--- config.mk ---
export PLATFORM = sky130hd
export DESIGN_NAME = srl_fifo_ctrl_flat
export DESIGN_NICKNAME = d
export VERILOG_FILES = /design/src/rtl/srl_fifo_pkg.sv /design/src/rtl/srl_fifo_ctrl_if.sv /design/src/rtl/srl_fifo_ctrl_shiftreg.sv /design/src/rtl/srl_fifo_ctrl.sv /design/src/flat_wrapper.sv
export SDC_FILE = /design/constraint.sdc
export NUM_CORES = 1
export LEC_CHECK = 0
export ABC_AREA = 1
export BUFFER_PORTS_ARGS = -buffer_cell sky130_fd_sc_hd__buf_2
export CORE_AREA = 2 2 39 41
export CTS_CLUSTER_DIAMETER = 120
export CTS_CLUSTER_SIZE = 14
export DETAILED_ROUTE_END_ITERATION = 8
export DIE_AREA = 0 0 41 43
export HOLD_SLACK_MARGIN = 0.05
export PLACE_DENSITY = 0.46
export SETUP_SLACK_MARGIN = 0.2
export SYNTH_ARGS = -nofsm -noshare
export SYNTH_HDL_FRONTEND = slang
export SYNTH_SLANG_ARGS = --single-unit
--- constraint.sdc ---
create_clock -name clk -period 1.7 [get_ports clk]
set_clock_uncertainty 0.15 [all_clocks]
set_input_delay 0 -clock clk [delete_from_list [all_inputs] [get_ports clk]]
set_output_delay 0 -clock clk [all_outputs]
set_load 0.02 [all_outputs]
--- src/rtl/srl_fifo_pkg.sv ---
// Shared definitions for the shift-register FIFO controller.
// Holds the occupancy state machine type and its encodings.
package srl_fifo_pkg;

    typedef enum logic [1:0] {
        ST_EMPTY   = 2'b00,
        ST_PARTIAL = 2'b01,
        ST_FULL    = 2'b10
    } fifo_state_e;

endpackage

--- src/rtl/srl_fifo_ctrl_if.sv ---
// Producer/consumer handshake bundle for srl_fifo_ctrl.
// The master modport is the side that pushes and pops; the slave modport is the FIFO.
interface srl_fifo_ctrl_if #(
    parameter int DATA_WIDTH = 1,
    parameter int ADDR_WIDTH = 1
);
    logic                  if_write_ce;
    logic                  if_write;
    logic [DATA_WIDTH-1:0] if_din;
    logic                  if_full_n;
    logic                  if_read_ce;
    logic                  if_read;
    logic [DATA_WIDTH-1:0] if_dout;
    logic                  if_empty_n;
    logic [ADDR_WIDTH:0]   if_num_data_valid;
    logic                  err_ovf;
    logic                  err_unf;

    modport master (
        output if_write_ce, if_write, if_din, if_read_ce, if_read,
        input  if_full_n, if_dout, if_empty_n, if_num_data_valid, err_ovf, err_unf
    );

    modport slave (
        input  if_write_ce, if_write, if_din, if_read_ce, if_read,
        output if_full_n, if_dout, if_empty_n, if_num_data_valid, err_ovf, err_unf
    );
endinterface

--- src/rtl/srl_fifo_ctrl_shiftreg.sv ---
// Shift-register storage: newest entry at index 0, older entries move up on
// every write. The read port is a plain mux over the entries. No reset: the
// controller's occupancy count decides which entries are meaningful.
module srl_fifo_ctrl_shiftreg #(
    parameter int DATA_WIDTH = 1,
    parameter int ADDR_WIDTH = 1,
    parameter int DEPTH      = 2
) (
    input  logic                  clk,
    input  logic                  we,
    input  logic [ADDR_WIDTH-1:0] addr,
    input  logic [DATA_WIDTH-1:0] din,
    output logic [DATA_WIDTH-1:0] dout
);
    localparam int SLOTS = 1 << ADDR_WIDTH;

    logic [DATA_WIDTH-1:0] mem_q [SLOTS];
    logic [DATA_WIDTH-1:0] mem_d [SLOTS];

    // Next storage contents: shift the first DEPTH slots on write, otherwise hold.
    always_comb begin
        for (int i = 0; i < SLOTS; i++) begin
            mem_d[i] = mem_q[i];
        end
        if (we) begin
            mem_d[0] = din;
            for (int i = 0; i < DEPTH - 1; i++) begin
                mem_d[i+1] = mem_q[i];
            end
        end else begin
            mem_d[0] = mem_q[0];
        end
    end

    // Storage flops, intentionally without reset.
    always_ff @(posedge clk) begin
        for (int i = 0; i < SLOTS; i++) begin
            mem_q[i] <= mem_d[i];
        end
    end

    assign dout = mem_q[addr];

endmodule

--- src/rtl/srl_fifo_ctrl.sv ---
// Shift-register FIFO controller: occupancy count, EMPTY/PARTIAL/FULL state,
// registered status flags and sticky overflow/underflow error flags.
// Storage is delegated to srl_fifo_ctrl_shiftreg.
module srl_fifo_ctrl
    import srl_fifo_pkg::*;
#(
    parameter int DATA_WIDTH = 1,
    parameter int ADDR_WIDTH = 1,
    parameter int DEPTH      = 2
) (
    input  logic           clk,
    input  logic           reset,
    srl_fifo_ctrl_if.slave fifo
);
    localparam int CW = ADDR_WIDTH + 1;
    localparam logic [CW-1:0] DEPTH_C = CW'(DEPTH);
    localparam logic [CW-1:0] ONE_C   = CW'(1);
    localparam logic [CW-1:0] ZERO_C  = {CW{1'b0}};

    logic                  push_s;
    logic                  pop_s;
    logic [ADDR_WIDTH-1:0] rd_addr_s;
    logic [CW-1:0]         count_q, count_d;
    fifo_state_e           state_q, state_d;
    logic                  full_n_q, full_n_d;
    logic                  empty_n_q, empty_n_d;
    logic                  err_ovf_q, err_ovf_d;
    logic                  err_unf_q, err_unf_d;

    // Accepted requests are gated by the registered flags, so full/empty never wrap.
    always_comb begin
        push_s = fifo.if_write & fifo.if_write_ce & full_n_q;
        pop_s  = fifo.if_read  & fifo.if_read_ce  & empty_n_q;
    end

    // Next occupancy, state, flags and sticky errors.
    always_comb begin
        count_d = count_q;
        case ({push_s, pop_s})
            2'b10:   count_d = count_q + ONE_C;
            2'b01:   count_d = count_q - ONE_C;
            default: count_d = count_q;
        endcase

        state_d = state_q;
        case (state_q)
            ST_EMPTY: begin
                if (push_s) state_d = ST_PARTIAL;
                else        state_d = ST_EMPTY;
            end
            ST_PARTIAL: begin
                if (push_s && !pop_s && (count_d == DEPTH_C))     state_d = ST_FULL;
                else if (pop_s && !push_s && (count_d == ZERO_C)) state_d = ST_EMPTY;
                else                                              state_d = ST_PARTIAL;
            end
            ST_FULL: begin
                if (pop_s) state_d = ST_PARTIAL;
                else       state_d = ST_FULL;
            end
            default: state_d = ST_EMPTY;
        endcase

        empty_n_d = (count_d != ZERO_C);
        full_n_d  = (count_d != DEPTH_C);
        err_ovf_d = err_ovf_q | (fifo.if_write & fifo.if_write_ce & ~full_n_q);
        err_unf_d = err_unf_q | (fifo.if_read  & fifo.if_read_ce  & ~empty_n_q);
    end

    // Controller registers; reset empties the queue and clears the error flags.
    always_ff @(posedge clk or posedge reset) begin
        if (reset) begin
            count_q   <= ZERO_C;
            state_q   <= ST_EMPTY;
            full_n_q  <= 1'b1;
            empty_n_q <= 1'b0;
            err_ovf_q <= 1'b0;
            err_unf_q <= 1'b0;
        end else begin
            count_q   <= count_d;
            state_q   <= state_d;
            full_n_q  <= full_n_d;
            empty_n_q <= empty_n_d;
            err_ovf_q <= err_ovf_d;
            err_unf_q <= err_unf_d;
        end
    end

    // Head of queue is the oldest entry at count-1; when count is 2**ADDR_WIDTH the
    // low bits are zero and the subtraction wraps to the top slot, which is correct.
    always_comb begin
        if (count_q != ZERO_C) begin
            rd_addr_s = count_q[ADDR_WIDTH-1:0] - {{(ADDR_WIDTH-1){1'b0}}, 1'b1};
        end else begin
            rd_addr_s = {ADDR_WIDTH{1'b0}};
        end
    end

    srl_fifo_ctrl_shiftreg #(
        .DATA_WIDTH (DATA_WIDTH),
        .ADDR_WIDTH (ADDR_WIDTH),
        .DEPTH      (DEPTH)
    ) u_storage (
        .clk  (clk),
        .we   (push_s),
        .addr (rd_addr_s),
        .din  (fifo.if_din),
        .dout (fifo.if_dout)
    );

    assign fifo.if_full_n         = full_n_q;
    assign fifo.if_empty_n        = empty_n_q;
    assign fifo.if_num_data_valid = count_q;
    assign fifo.err_ovf           = err_ovf_q;
    assign fifo.err_unf           = err_unf_q;

endmodule

--- src/flat_wrapper.sv ---
// flat-port wrapper written by rule: the top's interface ports become plain ports
module srl_fifo_ctrl_flat import srl_fifo_pkg::*;
#(
    parameter int DATA_WIDTH = 1,
    parameter int ADDR_WIDTH = 1,
    parameter int DEPTH      = 2
)
  (clk, reset, fifo_if_write_ce, fifo_if_write, fifo_if_din, fifo_if_read_ce, fifo_if_read, fifo_if_full_n, fifo_if_dout, fifo_if_empty_n, fifo_if_num_data_valid, fifo_err_ovf, fifo_err_unf);
  srl_fifo_ctrl_if #(.DATA_WIDTH(DATA_WIDTH), .ADDR_WIDTH(ADDR_WIDTH)) fifo_i ();
  input  logic clk;
  input  logic reset;
  input wire logic [$bits(fifo_i.if_write_ce)-1:0] fifo_if_write_ce;
  input wire logic [$bits(fifo_i.if_write)-1:0] fifo_if_write;
  input wire logic [$bits(fifo_i.if_din)-1:0] fifo_if_din;
  input wire logic [$bits(fifo_i.if_read_ce)-1:0] fifo_if_read_ce;
  input wire logic [$bits(fifo_i.if_read)-1:0] fifo_if_read;
  output wire logic [$bits(fifo_i.if_full_n)-1:0] fifo_if_full_n;
  output wire logic [$bits(fifo_i.if_dout)-1:0] fifo_if_dout;
  output wire logic [$bits(fifo_i.if_empty_n)-1:0] fifo_if_empty_n;
  output wire logic [$bits(fifo_i.if_num_data_valid)-1:0] fifo_if_num_data_valid;
  output wire logic [$bits(fifo_i.err_ovf)-1:0] fifo_err_ovf;
  output wire logic [$bits(fifo_i.err_unf)-1:0] fifo_err_unf;
  assign fifo_i.if_write_ce = fifo_if_write_ce;
  assign fifo_i.if_write = fifo_if_write;
  assign fifo_i.if_din = fifo_if_din;
  assign fifo_i.if_read_ce = fifo_if_read_ce;
  assign fifo_i.if_read = fifo_if_read;
  assign fifo_if_full_n = fifo_i.if_full_n;
  assign fifo_if_dout = fifo_i.if_dout;
  assign fifo_if_empty_n = fifo_i.if_empty_n;
  assign fifo_if_num_data_valid = fifo_i.if_num_data_valid;
  assign fifo_err_ovf = fifo_i.err_ovf;
  assign fifo_err_unf = fifo_i.err_unf;
  srl_fifo_ctrl #(.DATA_WIDTH(DATA_WIDTH), .ADDR_WIDTH(ADDR_WIDTH), .DEPTH(DEPTH)) u_core (.clk(clk), .reset(reset), .fifo(fifo_i));
endmodule
-- Word-level counts from Yosys, hierarchy flattened
Memory sizes are Yosys's and may differ from the RTL's.
Index checks and enable logic that the tools add are counted.
- flip-flop bits (word level): 6
- latch bits: 0
- RAM bits: 2
- memory bits (read-only): 0
- input bits: 7
- output and inout bits: 7
- word-level logic and storage cells: 29
- memories kept: 1
- $add $sub $neg: 3
- multiply operators: 0
- div/mod/pow operators: 0
- order comparisons: 0
- eq/ne operators: 4
- shifts and indexed selects: 0
- multiplexer cells: 4
- bitwise operators: 10
- reduce and logical (&&, ||, !) cells: 2
- memories (name ; words ; bits a word ; rd ports ; clocked after memory_dff ; write ports ; line ; source):
    u_core.u_storage.mem_q ; 2 ; 1 ; 2 ; 0 ; 2 ; srl_fifo_ctrl_shiftreg.sv:17 ; logic [DATA_WIDTH-1:0] mem_q [SLOTS];
- operators with widths (cell ; count):
    1-bit bitwise AND ; 6
    2-bit case mux with 2 select lines ; 1
    2-bit nonzero test ; 2
    1-bit two-way mux ; 3
    2-bit by 1-bit adder with 2-bit output, second input constant ; 1
    2-bit by 1-bit equality test with 1-bit output, second input constant ; 1
    2-bit equality test, second input constant ; 1
    2-bit inequality test, second input constant ; 1
    1-bit NOT ; 2
    1-bit OR ; 2
    2-bit by 1-bit subtractor with 2-bit output, second input constant ; 1
    1-bit inequality test, second input constant ; 1
    1-bit subtractor, second input constant ; 1

-- Longest topological paths before layout
Gate-level depths: netlist of run 1.
- depth in word-level cells: 5
- mapped depth: 9
- depth with buffers taken out: 9

-- Modules after synthesis
A second synthesis of run 1 with hierarchy kept.
- cell total of the unflattened synthesis: 37
- area, all modules: 355.3 um2
- modules (own cells, without submodules) (module ; times used ; cells each ; area each (um2) ; sequential area each (um2)):
    srl_fifo_ctrl ; 1 ; 31 ; 280.3 ; 151.4
    srl_fifo_ctrl_shiftreg ; 1 ; 6 ; 75.1 ; 60.1

-- Worst setup path before layout of run 1
No wires, ideal clock.
- path kind: register -> register
- from: register u_core.full_n_q, in the netlist u_core.fifo.if_full_n
- to: register u_core.empty_n_q, in the netlist u_core.fifo.if_empty_n
- library setup time: 130 ps
- arrival: 1287 ps
- required time: 1420 ps
- path slack: 133 ps
- cell stages (with the launch flop): 5
- path buffers: 0
- period minus slack after synthesis: 1567 ps
- path through: dfstp_2 -> nand3_1 -> ha_1 -> xor2_1 -> nand3_1
- cells in the longest elaborated chain, start to end: 4
- elaborated cells between the ends (all ways): 5
- those cells by class: 2 x eq/ne; 1 x mux; 1 x bitwise; 1 x reduce/logical
- RTL lines (what ; line ; source):
    start, declared ; srl_fifo_ctrl.sv:25 ; logic full_n_q, full_n_d;
    start signal, assigned ; srl_fifo_ctrl.sv:81 ; full_n_q <= full_n_d;
    1-bit bitwise AND (*) ; srl_fifo_ctrl.sv:32 ; push_s = fifo.if_write & fifo.if_write_ce & full_n_q;
    2-bit by 1-bit equality test with 1-bit output or 2-bit equality test (tied branches) ; srl_fifo_ctrl.sv:39 ; case ({push_s, pop_s})
    2-bit case mux with 2 select lines (*) ; srl_fifo_ctrl.sv:39 ;
    2-bit nonzero test (*) ; srl_fifo_ctrl.sv:63 ; empty_n_d = (count_d != ZERO_C);
    net u_core.empty_n_d ; srl_fifo_ctrl.sv:26 ; logic empty_n_q, empty_n_d;
    end signal, assigned ; srl_fifo_ctrl.sv:82 ; empty_n_q <= empty_n_d;
    end, declared ; srl_fifo_ctrl.sv:26 ;
Mark *: on every way through the listed nets, which the timed path passes. The rest lies on a longest branch.

-- Worst setup path after layout of run 1
Same ends and word-level chain as after synthesis.

==> impl_summary.txt, run 1 <==
----------------------------------------------------
[Status]
  Run status ... complete, no violations

[Logic synthesis]
  Mean area per synthesized cell ... between 9 and 10 um2
  Number of warnings printed during yosys synthesis ... 0
  Total of flip-flops plus latches after synthesis ... 8
  Number of instances in the synthesized netlist ... 35
  Share of the synthesized netlist area taken by xor and xnor gates ... 0.0252
  Area share of the largest cell type after synthesis ... 0.360
  Multiplexer area fraction after synthesis ... 0
  Fraction of the yosys area taken by sequential cells ... 0.608
  Net count of the mapped netlist ... 43
  Cell Area, Synth ... 348 um2
  Share of the synthesized area in compound gates (AO/OA/AOI/OAI) ... 0.0576
  Distinct cell type count after synthesis ... 14
  Main combinational cell family by area after synthesis ... simple AND/OR/NAND/NOR gates
  Simple-gate share of the synthesized area ... 0.187
  Post-synthesis cell type with the largest combined area ... dfrtp_1
  Leading cell types by total area after synthesis ... dfrtp_1, edfxtp_1, dfstp_2
  Adder and majority gate portion of the synthesized area ... 0.0360

[Clock network]
  Maximum level of the CTS H-tree ... 1
  Number of clock buffers inserted by TritonCTS ... 3
  Latest clock arrival within the worst-skew pair ... 0.26 ns
  TritonCTS clock tree ... built
  Sinks on Clock Net ... 8
  Clock tree root buffer cell ... clkbuf_4
  Clock Pin Slew Worst Setup and Hold Paths ... 0.06 ns
  CTS Buffer Depth ... 2

[Floorplanning]
  Effective utilization at floorplan ... 0.251
  I/O Pins ... 14
  Core Rows ... 14
  Core area ... 1380 um2
  Vertical die dimension ... 43 um
  Die area ... 1760 um2
  Overall die width ... just over 40 um

[Worst hold path]
  Hold Path Cell Cnt ... 6
  Min-Delay Path Class ... input pin to register
  Worst min-delay path endpoint ... u_core.fifo.if_num_data_valid[0]$_DFF_PP0_
  Startpoint of the tightest hold check path ... fifo_if_read

[Global routing]
  Number of antenna violations at the first check in global routing ... 0
  Vias in the first global route ... 312
  Wire length of the first global-routing pass ... 1270 um
  Overall Global Routing Usage ... 0.114
  Largest net degree at the start of global routing ... 7
  Global-route congestion overflow total ... 0

[Timing]
  Period minus WS final ... about 1.5 ns
  Final setup violating endpoints ... 0
  Worst rel slew slack ... 0.844
  Slew at the pin closest to its max-slew limit ... 0.234 ns
  Fin crit share ... 0.868
  Setup TNS after final layout ... 0 ns
  Count of final hold-check violations ... 0
  Slew Viols, Final ... 0
  Final WS setup ... between 0.2 and 0.25 ns
  Fmax achieved ... ~680 MHz
  Hold slack final ... 0.238 ns
  Unrepaired setup endpoints after global routing ... true

[Route]
  Via count ... 318
  DRT Pass-1 Iters ... 1
  Remaining number of nets flagged by the antenna check after routing ... 0
  Vias per inst ... 4.13
  Total wirelength of the detailed-routed design ... about 700 um
  Average routed wire per standard cell ... 9.12 um
  Number of remaining DRC errors ... 0
  1st-iter DRT viols ... 0

[Place]
  Detailed-placement wirelength estimate ... 510 um
  Worst slack after detailed placement ... 0.225 ns
  Count of input and output buffers ... 13
  Cell count after placement ... 64
  Final weighted congestion in routability-driven placement ... 0.684

[Setup path]
  Critical path launch point type ... register
  Slowest cell on crit path ... dfstp_2
  Required time reported for the critical path endpoint ... around 1.7 ns
  R2R Setup Slk ... approximately 0.22 ns
  Arrival time at the worst endpoint ... 1.45 ns
  Worst path cell trace ... nand3_4, ha_4, xor2_2, nand3_1
  Startpoint of the worst-slack reg-to-reg timing path ... u_core.fifo.if_full_n$_DFF_PP1_
  CP max stage delay ... 0.56 ns
  Reg-to-Reg End ... u_core.fifo.if_empty_n$_DFF_PP0_
  Endpoint kind of the worst setup timing path ... register
  Critical path type ... register to register
  Worst-case reg-to-reg path depth ... 4
  Worst Path Max Fanout ... 3

[Finish]
  Area growth syn-to-layout ... 68.7%
  Number of standard cells in the final layout excluding fillers ... slightly below 80
  Post-layout nets ... 70
  Area taken by flip-flops and latches ... roughly 210 um2
  Area of the multi-input gates ... 146 um2
  Share of post-route cells with drive strength above 1 ... 0.443
  Filler Cells Inserted ... 142
  Antenna cell count ... 0

[Flow run]
  Reported max-cap violation count ... 0

[Pwr]
  Overall power after layout ... 0.835 mW
  Largest vdd supply drop ... slightly above 700 uV
  Leakage dissipation ... 0.274 nW
  Pwr dens ... 1420 nW/um2

----------------------------------------------------
==> cells in the mapped netlist <==
cell type / instances
o21bai_1: 2
nand3_1: 4
nor2_1: 1
nand2_1: 6
dfrtp_1: 5
o21ai_0: 1
nand4_1: 1
xor2_1: 1
inv_2: 1
dfstp_2: 1
edfxtp_1: 2
nand2_2: 2
ha_1: 1
inv_1: 7
==> cell type report <==
cell class,count,area share
flip-flops and latches,8,0.360
repair buffers,22,0.260
multi-input cells,19,0.249
inverters,8,0.0512
clock buffers,4,0.0448
well taps,16,0.0341
==> critical path: cells and delay by family (launching register included) <==
kind	cells	cell delay [ns]
flip-flops	1	0.56
adder cells (fa/ha/maj)	1	0.29
XOR/XNOR	1	0.18
AND/OR/NAND/NOR	2	0.17
==> power by group <==
part / switching [mW] / leakage, nW / internal, mW / total [mW]
registers: 0.0633 / 0.0818 / 0.263 / 0.326
clock network: 0.0665 / 0.0150 / 0.0899 / 0.156
logic: 0.212 / 0.177 / 0.140 / 0.352
==> registers in the layout, summed over array words and instances (netlist names) <==
signal,flops
u_core.fifo.if_full_n,1
u_core.fifo.if_num_data_valid,2
u_core.fifo.if_empty_n,1
u_core.fifo.err_unf,1
u_core.fifo.err_ovf,1
u_core.u_storage.mem_q,2
==> routing by layer <==
metal	global-route usage	vias up	wire, um
met5	0	-	0
met4	0.120	0	34
met3	0.0314	4	33
met2	0.134	9	304
met1	0.151	139	331
li1	-	166	-
==> timing repair <==
item                                    in CTS  in global routing
hold buffers                                 8                  0
hold endpoints to repair                    11                  0
endpoints found under the setup margin       0                  3
setup buffers                                0                  1
resized for setup                            0                  4
==> worst max path at each step <==
stage	from	to	slack, ns	cells past startpoint
6_report	u_core.fifo.if_full_n$_DFF_PP1_	u_core.fifo.if_empty_n$_DFF_PP0_	0.22	4
4_1_cts	u_core.fifo.if_full_n$_DFF_PP1_	u_core.fifo.if_full_n$_DFF_PP1_	0.21	7
5_1_grt	u_core.fifo.if_full_n$_DFF_PP1_	u_core.fifo.if_full_n$_DFF_PP1_	0.18	6
2_1_floorplan	u_core.fifo.if_full_n$_DFF_PP1_	u_core.fifo.if_empty_n$_DFF_PP0_	0.20	4
3_5_place_dp	u_core.fifo.if_full_n$_DFF_PP1_	u_core.fifo.if_empty_n$_DFF_PP0_	0.23	4
3_3_place_gp	u_core.fifo.if_full_n$_DFF_PP1_	u_core.fifo.if_empty_n$_DFF_PP0_	0.22	4
==> per-stage QoR <==
| step | util | area (um2) |
|---|---|---|
| after detailed placement | 0.331 | 458 |
| after floorplan | - | 373 |
| after global placement | 0.331 | 458 |
| after global routing | 0.424 | 587 |
| final | 0.424 | 587 |
| after CTS | 0.408 | 564 |
==> kinds of logic after synthesis <==
| family | Yosys count |
|---|---|
| buffers and inverters | 8 |
| AOI/OAI and AO/OA | 3 |
| adders and majority gates | 1 |
| DFF | 8 |
| and+or+nand+nor | 14 |
| xor gates and xnor gates | 1 |
==> layout by cell type (no fill, tap or decap) <==
cell	count
o21bai_1	2
xor2_2	1
nand3_1	2
inv_1	6
o21ai_0	1
inv_2	2
nand3_2	1
dfrtp_1	5
nand2_2	3
nor2_1	1
edfxtp_1	2
nand2_1	5
nand4_1	1
clkbuf_4	3
nand3_4	1
dfstp_2	1
ha_4	1
clkbuf_1	1
buf_2	13
buf_4	1
dlygate4sd3_1	8
Note: power is estimated with default switching activity, not from simulation.
==> inputs of run 2 (changes only) <==
--- a/config.mk
+++ b/config.mk
@@ -13,7 +13,7 @@
 export DETAILED_ROUTE_END_ITERATION = 8
 export DIE_AREA = 0 0 41 43
 export HOLD_SLACK_MARGIN = 0.05
-export PLACE_DENSITY = 0.46
+export PLACE_DENSITY = 0.52
 export SETUP_SLACK_MARGIN = 0.2
 export SYNTH_ARGS = -nofsm -noshare
 export SYNTH_HDL_FRONTEND = slang
==> run 2 against run 1 <==
Register-to-register slack is essentially flat. Global-route usage shrank 1.8 points. Non-clock buffer count grew 1. Worst hold slack lost 0.043 ns. Cell count grew 1.3%. Clock power is essentially flat. Sequential power shrank 2%. Power shrank 0.44%. Clock-buffer cell count is the same. Largest cell class unchanged. Highest routed layer unchanged.
==> impl_summary.txt, run 2 (synthesized netlist as in run 1, its figures left out) <==
----------------------------------------------------
[Route]
  Top routing layer in use ... met4
  Amount of wire on met2 after detailed routing ... 383 um (+26%)
  Routed length on met1 ... 323 um (-2.4%)
  DRT Pass-1 Iters ... 3 (+2)
  Average routed wire per standard cell ... 9.78 um (+7.3%)
  Detailed route wirelength on metal3 ... 27 um (-18%)
  Via count ... 320 (+0.63%)
  Remaining number of nets flagged by the antenna check after routing ... 0 (unchanged)
  Vias per inst ... 4.10 (-0.66%)
  1st-iter DRT viols ... 3 (+3)
  Total wirelength of the detailed-routed design ... 763 um (+8.7%)
  Number of remaining DRC errors ... 0 (unchanged)

[Flow run]
  Reported max-cap violation count ... 0 (unchanged)

[Finish]
  Number of standard cells in the final layout excluding fillers ... 78 (+1.3%)
  Highest-count cells in the layout ignoring fill and taps ... buf_2, dlygate4sd3_1, inv_1
  Filler Cells Inserted ... 142 (unchanged)
  Post-layout nets ... 71 (+1.4%)
  Area of the multi-input gates ... 139 um2 (-5.1%)
  Final Instance Area ... 587 um2 (unchanged)
  Antenna cell count ... 0 (unchanged)
  Area growth syn-to-layout ... 68.7% (unchanged)
  Most frequent standard cell in the layout excluding fill and tap cells ... buf_2
  Share of post-route cells with drive strength above 1 ... 0.403 (-0.0394)
  Area taken by flip-flops and latches ... 211 um2 (unchanged)

[Clock network]
  Clock tree root buffer cell ... clkbuf_4
  Number of clock buffers inserted by TritonCTS ... 3 (unchanged)
  Clock Pin Slew Worst Setup and Hold Paths ... 0.06 ns (about the same)
  Sinks on Clock Net ... 8 (unchanged)
  TritonCTS clock tree ... built
  Latest clock arrival within the worst-skew pair ... 0.26 ns (about the same)
  CTS Buffer Depth ... 2 (unchanged)
  Maximum level of the CTS H-tree ... 1 (unchanged)

[Setup path]
  Critical path type ... register to register
  Worst Path Max Fanout ... 3 (unchanged)
  Critical path launch point type ... register
  Endpoint kind of the worst setup timing path ... register
  Required time reported for the critical path endpoint ... 1.68 ns (about the same)
  R2R Setup Slk ... 0.24 ns (about the same)
  Arrival time at the worst endpoint ... 1.45 ns (about the same)

[Place]
  Cell count after placement ... 64 (unchanged)
  Final weighted congestion in routability-driven placement ... 0.703 (+2.8%)
  Count of input and output buffers ... 13 (unchanged)
  Detailed-placement wirelength estimate ... 500 um (-1.9%)
  Placed cell area ... 458 um2 (unchanged)

[Timing]
  Count of final hold-check violations ... 0 (unchanged)
  Worst rel slew slack ... 0.841 (-0.00258)
  Final setup violating endpoints ... 0 (unchanged)
  Unrepaired setup endpoints after global routing ... true
  Slew Viols, Final ... 0 (unchanged)
  Slew at the pin closest to its max-slew limit ... 0.239 ns (+0.00413 ns)
  Period minus WS final ... 1.46 ns (-0.0114 ns)
  Hold slack final ... 0.195 ns (-0.0432 ns)
  Fmax achieved ... 683 MHz (+0.78%)
  Fin crit share ... 0.862 (-0.00669)
  Setup TNS after final layout ... 0 ns (unchanged)

[Global routing]
  Vias in the first global route ... 283 (-9.3%)
  Overall Global Routing Usage ... 0.0956 (-0.0183)
  Global-route congestion overflow total ... 0 (unchanged)
  Wire length of the first global-routing pass ... 1040 um (-18%)
  Number of antenna violations at the first check in global routing ... 0 (unchanged)
  Largest net degree at the start of global routing ... 7 (unchanged)

[Worst hold path]
  Min-Delay Path Class ... input pin to register

[Floorplanning]
  Overall die width ... 41 um (unchanged)
  Core Rows ... 14 (unchanged)
  Core area ... 1380 um2 (unchanged)
  Die area ... 1760 um2 (unchanged)
  Effective utilization at floorplan ... 0.251 (unchanged)
  Vertical die dimension ... 43 um (unchanged)
  I/O Pins ... 14 (unchanged)

[Pwr]
  Largest vdd supply drop ... 529 uV (-26%)
  Pwr dens ... 1420 nW/um2 (-0.44%)
  Leakage dissipation ... 0.278 nW (+1.7%)

[Status]
  Run status ... complete, no violations

----------------------------------------------------
==> run 2: worst max-delay path, cell delays in order (launching register included) <==
cell     delay (ns)
dfstp_2        0.55
nand3_4        0.08
ha_4           0.28
xor2_2         0.18
nand3_1        0.10
==> run 2: per-layer routing <==
metal,vias to the layer above,GRT usage
li1,163,-
met1,144,0.101
met2,9,0.144
met3,4,0.0157
met4,0,0.100
met5,-,0
==> run 2: final cells by class <==
type | instances | area share
clock buffer | 4 | 0.0448
inverter | 8 | 0.0512
multi-input combinational | 19 | 0.237
sequential | 8 | 0.360
tap | 16 | 0.0341
timing repair buffer | 23 | 0.273
==> run 2: path summary, 6_finish.rpt <==
path                                                         endpoint                           startpoint  depth (start not counted)
min reg2reg                       u_core.u_storage.mem_q[1]$_DFFE_PN_  u_core.u_storage.mem_q[0]$_DFFE_PN_                          0
max                                  u_core.fifo.if_empty_n$_DFF_PP0_      u_core.fifo.if_full_n$_DFF_PP1_                          4
max in group asynchronous             u_core.fifo.if_full_n$_DFF_PP1_                                reset                          4
min                        u_core.fifo.if_num_data_valid[0]$_DFF_PP0_                         fifo_if_read                          6
max reg2reg                          u_core.fifo.if_empty_n$_DFF_PP0_      u_core.fifo.if_full_n$_DFF_PP1_                          4
min in group asynchronous  u_core.fifo.if_num_data_valid[0]$_DFF_PP0_                                reset                          4
==> run 2: stage by stage <==
stage | utilization | power, mW | setup WS (ns)
3_5_place_dp | 0.331 | 0.643 | 0.212
6_report | 0.424 | 0.831 | 0.235
2_1_floorplan | - | 0.543 | 0.200
3_3_place_gp | 0.331 | 0.643 | 0.226
4_1_cts | 0.408 | 0.813 | 0.202
5_1_grt | 0.424 | 0.879 | 0.185
==> run 2: report_power, final <==
| group | leakage [nW] | internal, mW | switching [mW] |
|---|---|---|---|
| Clock | 0.0150 | 0.0900 | 0.0676 |
| Combinational | 0.181 | 0.143 | 0.212 |
| Sequential | 0.0818 | 0.263 | 0.0554 |
| Total | 0.278 | 0.496 | 0.335 |
==> run 2: timing repair <==
item / CTS / global route
hold buffers: 8 / 0
endpoints found under the hold margin: 11 / 0
setup endpoints to repair: 0 / 4
gates resized for setup: 0 / 1
setup buffers: 0 / 2
